[src/rtl/imem_arbiter.sv]
// -----------------------------------------------------------------------------
// imem_arbiter
//
// Two-port read arbiter in front of a single synchronous-read instruction
// memory. The CPU fetch port and the debug/display port compete for one
// memory read per cycle. When both request, fetch wins. Grants are
// combinational, so a new read can be issued every cycle. Read data returns
// exactly one cycle after the grant, on the port that won.
//
// Optional feature (macro IMEM_ARB_STARVE_GUARD_EN):
//   A saturating starvation counter tracks consecutive denied debug cycles.
//   When it reaches STARVE_MAX, debug beats a simultaneous fetch request.
//   If the macro is undefined, no counter exists and fetch priority is strict.
//
// Parameters:
//   ADDR_W      word-address width to memory
//   DATA_W      instruction word width
//   STARVE_MAX  denied debug cycles before debug is forced to win
//
// Ports:
//   clk, rst        clock; synchronous active-high reset
//   fetch_req/addr  CPU fetch request and byte address
//   fetch_gnt       fetch accepted this cycle (combinational)
//   fetch_rvalid    fetch_rdata valid this cycle
//   fetch_rdata     fetched word, held while fetch_rvalid=0
//   dbg_req/addr    debug request and byte address
//   dbg_gnt         debug accepted this cycle (combinational)
//   dbg_rvalid      dbg_rdata valid this cycle
//   dbg_rdata       debug word, held while dbg_rvalid=0
//   mem_a, mem_en   memory word address and read enable
//   mem_q           memory read data, one cycle after mem_en
// -----------------------------------------------------------------------------
module imem_arbiter #(
    parameter int ADDR_W     = 8,
    parameter int DATA_W     = 32,
    parameter int STARVE_MAX = 4
) (
    input  logic              clk,
    input  logic              rst,
    input  logic              fetch_req,
    input  logic [31:0]       fetch_addr,
    output logic              fetch_gnt,
    output logic              fetch_rvalid,
    output logic [DATA_W-1:0] fetch_rdata,
    input  logic              dbg_req,
    input  logic [31:0]       dbg_addr,
    output logic              dbg_gnt,
    output logic              dbg_rvalid,
    output logic [DATA_W-1:0] dbg_rdata,
    output logic [ADDR_W-1:0] mem_a,
    output logic              mem_en,
    input  logic [DATA_W-1:0] mem_q
);

    typedef enum logic [1:0] {
        IDLE = 2'd0,
        RD_F = 2'd1,
        RD_D = 2'd2
    } state_t;

    state_t            state;
    state_t            state_nxt;
    logic [ADDR_W-1:0] mem_a_q;
    logic [ADDR_W-1:0] gnt_word;
    logic [DATA_W-1:0] fetch_rdata_q;
    logic [DATA_W-1:0] dbg_rdata_q;

    // Bits outside the word index are deliberately ignored. The index wraps
    // modulo 2^ADDR_W words.
    logic unused_addr_bits;
    assign unused_addr_bits = ^{fetch_addr[31:ADDR_W+2], fetch_addr[1:0],
                                dbg_addr[31:ADDR_W+2],   dbg_addr[1:0]};

`ifdef IMEM_ARB_STARVE_GUARD_EN
    localparam int CNT_W = $clog2(STARVE_MAX + 1);

    logic [CNT_W-1:0] starve_cnt;
    logic             starve_hit;

    assign starve_hit = (starve_cnt == CNT_W'(STARVE_MAX));

    // Counts consecutive cycles in which debug asked and lost. It saturates at
    // STARVE_MAX so that the forced win persists until debug is served.
    always_ff @(posedge clk) begin
        if (rst) begin
            starve_cnt <= '0;
        end else if (!dbg_req || dbg_gnt) begin
            starve_cnt <= '0;
        end else if (!starve_hit) begin
            starve_cnt <= starve_cnt + CNT_W'(1);
        end
    end
`endif

    // Grant decision. At most one grant is issued, only to an active requester,
    // and never during reset.
    // NOTE: every signal written in an always_comb gets a default first, so
    // no path leaves it unassigned and no latch is inferred.
    always_comb begin
        fetch_gnt = 1'b0;
        dbg_gnt   = 1'b0;
        if (!rst) begin
`ifdef IMEM_ARB_STARVE_GUARD_EN
            if (dbg_req && (!fetch_req || starve_hit)) begin
                dbg_gnt = 1'b1;
            end else if (fetch_req) begin
                fetch_gnt = 1'b1;
            end
`else
            if (fetch_req) begin
                fetch_gnt = 1'b1;
            end else if (dbg_req) begin
                dbg_gnt = 1'b1;
            end
`endif
        end
    end

    assign mem_en   = fetch_gnt | dbg_gnt;
    assign gnt_word = fetch_gnt ? fetch_addr[ADDR_W+1:2] : dbg_addr[ADDR_W+1:2];

    // mem_a follows the winner in the grant cycle. Otherwise it holds the last
    // address issued.
    assign mem_a = mem_en ? gnt_word : mem_a_q;

    // NOTE: sequential state uses non-blocking assignments, so every register
    // samples pre-edge values and simulation matches the synthesized flops.
    always_ff @(posedge clk) begin
        if (rst) begin
            mem_a_q <= '0;
        end else if (mem_en) begin
            mem_a_q <= gnt_word;
        end
    end

    // Owner FSM: it remembers which port the in-flight read belongs to.
    always_ff @(posedge clk) begin
        if (rst) begin
            state <= IDLE;
        end else begin
            state <= state_nxt;
        end
    end

    always_comb begin
        state_nxt = IDLE;
        if (fetch_gnt) begin
            state_nxt = RD_F;
        end else if (dbg_gnt) begin
            state_nxt = RD_D;
        end
    end

    // A reset that lands while a read is in flight kills its rvalid.
    assign fetch_rvalid = (state == RD_F) && !rst;
    assign dbg_rvalid   = (state == RD_D) && !rst;

    // mem_q is only valid in the rvalid cycle. It is passed straight through
    // then and captured, so rdata holds that word afterwards without adding
    // a second cycle of latency.
    always_ff @(posedge clk) begin
        if (rst) begin
            fetch_rdata_q <= '0;
            dbg_rdata_q   <= '0;
        end else begin
            if (fetch_rvalid) begin
                fetch_rdata_q <= mem_q;
            end
            if (dbg_rvalid) begin
                dbg_rdata_q <= mem_q;
            end
        end
    end

    assign fetch_rdata = fetch_rvalid ? mem_q : fetch_rdata_q;
    assign dbg_rdata   = dbg_rvalid   ? mem_q : dbg_rdata_q;

endmodule

[config.mk]
export PLATFORM = sky130hd
export DESIGN_NAME = imem_arbiter
export DESIGN_NICKNAME = d
export VERILOG_FILES = /design/src/rtl/imem_arbiter.sv
export SDC_FILE = /design/constraint.sdc
export NUM_CORES = 1
export LEC_CHECK = 0
export BUFFER_PORTS_ARGS = -buffer_cell sky130_fd_sc_hd__buf_2
export CAP_MARGIN = 30
export CORE_MARGIN = 1.5
export CORE_UTILIZATION = 51
export DETAILED_ROUTE_END_ITERATION = 16
export PLACE_DENSITY = 0.85
export SLEW_MARGIN = 20
export SYNTH_ARGS = -nofsm -noshare
export SYNTH_HDL_FRONTEND = slang
export SYNTH_SLANG_ARGS = --single-unit
[constraint.sdc]
create_clock -name clk -period 3.6 [get_ports clk]
set_input_delay 0.72 -clock clk [delete_from_list [all_inputs] [get_ports clk]]
set_output_delay 0.72 -clock clk [all_outputs]
set_load 0.1 [all_outputs]
Yosys cells after proc, flatten, opt, wreduce, memory -nomap -nowiden
Index checks and enable logic that the tools add are counted.
{ "word_totals": {"out_inout_bits": 77, "ff_bits": 74, "inputBits": 100, "word_cells": 23} }
{ "classes": {"muxes": 11, "bitwise": 1, "reduce_logical": 4, "n_eq_ne": 2} }
{ "op_table": {"columns": ["operator", "count"], "rows": [
  ["$mux W32", 2],
  ["$mux W8", 2],
  ["$mux W1", 6],
  ["$eq A2 B1 Y1 const B", 1],
  ["$eq A2 B2 Y1 const B", 1],
  ["$logic_and A1 B1 Y1", 2],
  ["$mux W2", 1],
  ["$reduce_or A2 Y1", 1],
  ["$logic_not A1 Y1", 1],
  ["$or A1 B1 Y1", 1]
]} }

Logic depth before layout (Yosys ltp)
{ "depth": {"ltp_word": 5, "depth_mapped": 5, "mapped_depth_nobuf": 3} }

Worst setup path before layout
No wires, ideal clock.
{ "synth_path": {"path_type": "input to output", "start": "input port rst", "end": "output port mem_a[0]", "path_stages": 5, "setup_slack_ps": 53, "path_buffers": 2, "required_ps": 2880, "arrival_time_ps": 2827, "cell_sequence": "buf_2 nor2b_1 clkbuf_1 a32oi_1 nand2_1"} }
{ "synth_via": {"elab_chain_cells": 3, "elab_cells_between_ends": 5, "classes_between": "mux: 4; bitwise: 1"} }
{ "synth_lines": {"columns": ["element", "line", "source"], "rows": [
  ["from (decl)", "39", "input logic rst,"],
  ["$mux W1 *", "102", "if (!rst) begin"],
  ["via fetch_gnt", "42", "output logic fetch_gnt,"],
  ["$mux W8 or $or A1 B1 Y1 (tied branches)", "120, 119", null],
  ["$mux W8 *", null, null],
  ["to (decl)", "50", "output logic [ADDR_W-1:0] mem_a,"]
]} }
The timed path passes the listed nets; every way through them passes the cells marked *.

Worst setup path after layout
{ "layout_path": {"start": "input port rst", "end": "output port mem_a[3]"} }
{ "layout_via": {"elab_chain_cells": 3, "elab_cells_between_ends": 5, "classes_between": "mux: 4; bitwise: 1"} }
{ "layout_lines": {"columns": ["element", "line"], "rows": [
  ["$mux W1", "102"],
  ["$mux W8 or $or A1 B1 Y1 (tied branches)", "120, 119"],
  ["$mux W8 *", null]
]} }
Mark *: on every way between the ends. The rest lies on a longest branch, timed or not.

==> impl_metrics.env <==
export IMPL_r2r_start="state[1]"
export IMPL_wl_per_cell_um=16.2
export IMPL_synth_warnings=0
export IMPL_clkPwrFrac_pct=23.7
export IMPL_crit_type="input pin to primary output"
export IMPL_powerDensity_nw_per_um2=392
export IMPL_antenna_found_initial=0
export IMPL_maxSlewViolCount=0
export IMPL_wl_mm=10.5
export IMPL_async_reset_ff_share_pct=0
export IMPL_arrival_ns=2.38
export IMPL_p_total_mw=2.21
export IMPL_cts_buffers=9
export IMPL_hold_start="dbg_rdata_q[15]"
export IMPL_finalSetupViolations=0
export IMPL_end_kind="primary output"
export IMPL_yosysTopAreaCell="dfxtp_1"
export IMPL_antenna_cells=0
export IMPL_num_vias=3491
export IMPL_ant_nets=0
export IMPL_worst_pin_slew_ns=0.692
export IMPL_ctsResizeCount=0
export IMPL_syn_area_per_cell_um2=9.07
export IMPL_synth_most_common_cell="nand2_1"
export IMPL_switching_share_pct=38.2
export IMPL_cts_sinks=74
export IMPL_crit_fanout=30
export IMPL_met1_usage_pct=28.5
export IMPL_gp_congestion=0.742
export IMPL_clkLatencyLatePin_ns=0.34
export IMPL_nFillCells=468
export IMPL_synth_cell_types=22
export IMPL_post_cts_buffers=0
export IMPL_synth_flop_cell="dfxtp_1"
export IMPL_fin_crit_sh_pct=86.0
export IMPL_drt_first_iter_violations=132
export IMPL_cap_viol_max_count=0
export IMPL_grt_usage_pct=25.9
export IMPL_min_period_ns=3.10
export IMPL_ys_top_cells_by_area="dfxtp_1 38%, mux2_4 22%, nand2_1 14%"
export IMPL_grt_setup_unrepaired="false"
export IMPL_cts_tree="done"
export IMPL_combPwrFrac_pct=36.9
export IMPL_p_int_mw=1.37
export IMPL_peakVddDrop_mv=0.237
export IMPL_switching_power_mw=0.846
export IMPL_hold_path_class="flop to flop"
export IMPL_worstPathRequired_ns=2.88
export IMPL_use_met2_pct=47.5
export IMPL_fin_nets=645
export IMPL_status="finished, final reports clean"
export IMPL_drtPass1Iterations=4
export IMPL_ys_ff_latch=74
export IMPL_fin_skew_ns=0.0102
export IMPL_initial_core_util_pct=53.5
export IMPL_drive_gt1_share_pct=39.6
export IMPL_p_leak_nw=2.32
export IMPL_die_h_um=91.0
export IMPL_drc=0
export IMPL_worstRegToRegCells=3
export IMPL_fmax_mhz=323
export IMPL_synth_common_cells="144 x nand2_1, 74 x dfxtp_1, 64 x a21oi_1"
export IMPL_finalHoldViolations=0
export IMPL_ctsHoldBuffers=0
export IMPL_grt_max_degree=47
export IMPL_ys_seq_area_share_pct=37.6
export IMPL_yosys_area_top_type_share_pct=37.6
export IMPL_busiest_layer="met2"
export IMPL_hold_ws_ns=0.454
export IMPL_ff_latch_area_um2=1480
export IMPL_gr_usage_met3_pct=4.69
export IMPL_pwr_share_seq_pct=39.4
export IMPL_core_area_um2=7370
export IMPL_synth_edf_count=0
export IMPL_clockBufferDepth=2
export IMPL_io_pins=177
export IMPL_die_area_um2=8270
export IMPL_synthCells=435
export IMPL_grt_first_pass_wirelength_mm=17.2
export IMPL_die_w_um=91.0
export IMPL_rows=31
export IMPL_netlist_area_um2=3950
export IMPL_maxSlewHeadroom_pct=53.9
export IMPL_cts_max_level=3
export IMPL_syn_to_final_growth_pct=43.2
export IMPL_multi_input_area_um2=2180
export IMPL_start_kind="input pin"
export IMPL_via_per_inst=5.40
export IMPL_overflow=0
export IMPL_port_buffers=128
export IMPL_root_buffer="clkbuf_8"
export IMPL_path_clk_slew_ns=0.07
export IMPL_dp_hpwl_mm=7.53
export IMPL_hold_end="dbg_rdata_q[15]"
export IMPL_rrSetupSlack_ns=2.14
export IMPL_timing_rr_end="fetch_rdata_q[17]"
export IMPL_grt_pass1_vias=3622
export IMPL_setup_tns_ns=0
export IMPL_synth_nets=535
export IMPL_hold_depth=2
-- power by group through the flow --
stage | clock, mW | sequential [mW] | combinational, mW
2_1_floorplan | 0 | 0.884 | 0.560
6_report | 0.525 | 0.872 | 0.816
3_3_place_gp | 0 | 0.886 | 0.799
3_5_place_dp | 0 | 0.890 | 0.817
5_1_grt | 0.575 | 0.875 | 0.844
4_1_cts | 0.534 | 0.872 | 0.817
-- kinds of logic after synthesis --
family	synth area share (%)
buffers and inverters	7.20
multiplexers	23.8
AO/OA/AOI/OAI	11.7
AND/OR/NAND/NOR	19.8
flip-flops	37.6
-- flip-flops by register name, summed over array words and instances (netlist names) --
register and cells:
mem_a_q 8, dbg_rdata_q 32, state 2, fetch_rdata_q 32
-- through the flow --
step	instances	utilization [%]	setup WS [ns]	cell area [um2]
floorplan	435	-	0.0533	3950
global placement	633	74.6	0.655	5500
detailed placement	633	74.6	0.556	5500
CTS	647	76.7	0.548	5650
global route	647	76.7	0.395	5650
finish	647	76.7	0.503	5650
-- worst max-delay path, stage by stage --
cell	delay, ns
buf_2	0.17
buf_4	0.25
nor2b_1	0.57
a32oi_1	0.13
nand2_1	0.11
buf_2	0.42
-- cell type report --
type | instances | area share, %
inverter | 1 | 0.0664
timing repair buffer | 135 | 30.2
sequential | 74 | 26.2
multi-input combinational | 324 | 38.6
clock buffer | 11 | 2.33
clock inverter | 3 | 0.332
tap | 99 | 2.19
-- per-layer routing --
metal / vias to the layer above / share of wire (%)
li1: 1676 / -
met1: 1659 / 40
met2: 136 / 52
met3: 20 / 5.4
met4: 0 / 2.4
met5: - / 0
-- cells in the final DEF, fill, tap and decap left out --
cell,netlist,final
mux2_4,58,58
a21oi_1,64,64
clkbuf_1,3,2
inv_1,1,1
buf_2,23,62
a211oi_1,8,8
o21bai_2,1,1
mux2_2,6,6
clkinv_4,0,1
buf_12,6,68
clkinv_2,0,2
nor2_2,1,1
clkbuf_8,0,9
buf_4,1,5
nor2b_1,18,18
nand2b_1,2,2
nor2_8,2,2
nand2_1,144,144
nor3_1,8,8
and2b_2,0,2
dfxtp_1,74,74
and2_1,2,2
a32oi_1,8,8
-- worst max path at each step --
stage	from	to	slack (ns)	cells past startpoint
global route	rst	mem_a[3]	0.39	6
finish	rst	mem_a[3]	0.50	6
CTS	rst	mem_a[0]	0.55	6
floorplan	rst	mem_a[0]	0.05	5
global placement	rst	mem_a[3]	0.66	6
detailed placement	rst	mem_a[0]	0.56	6
Power figures use the tool's default switching activity.
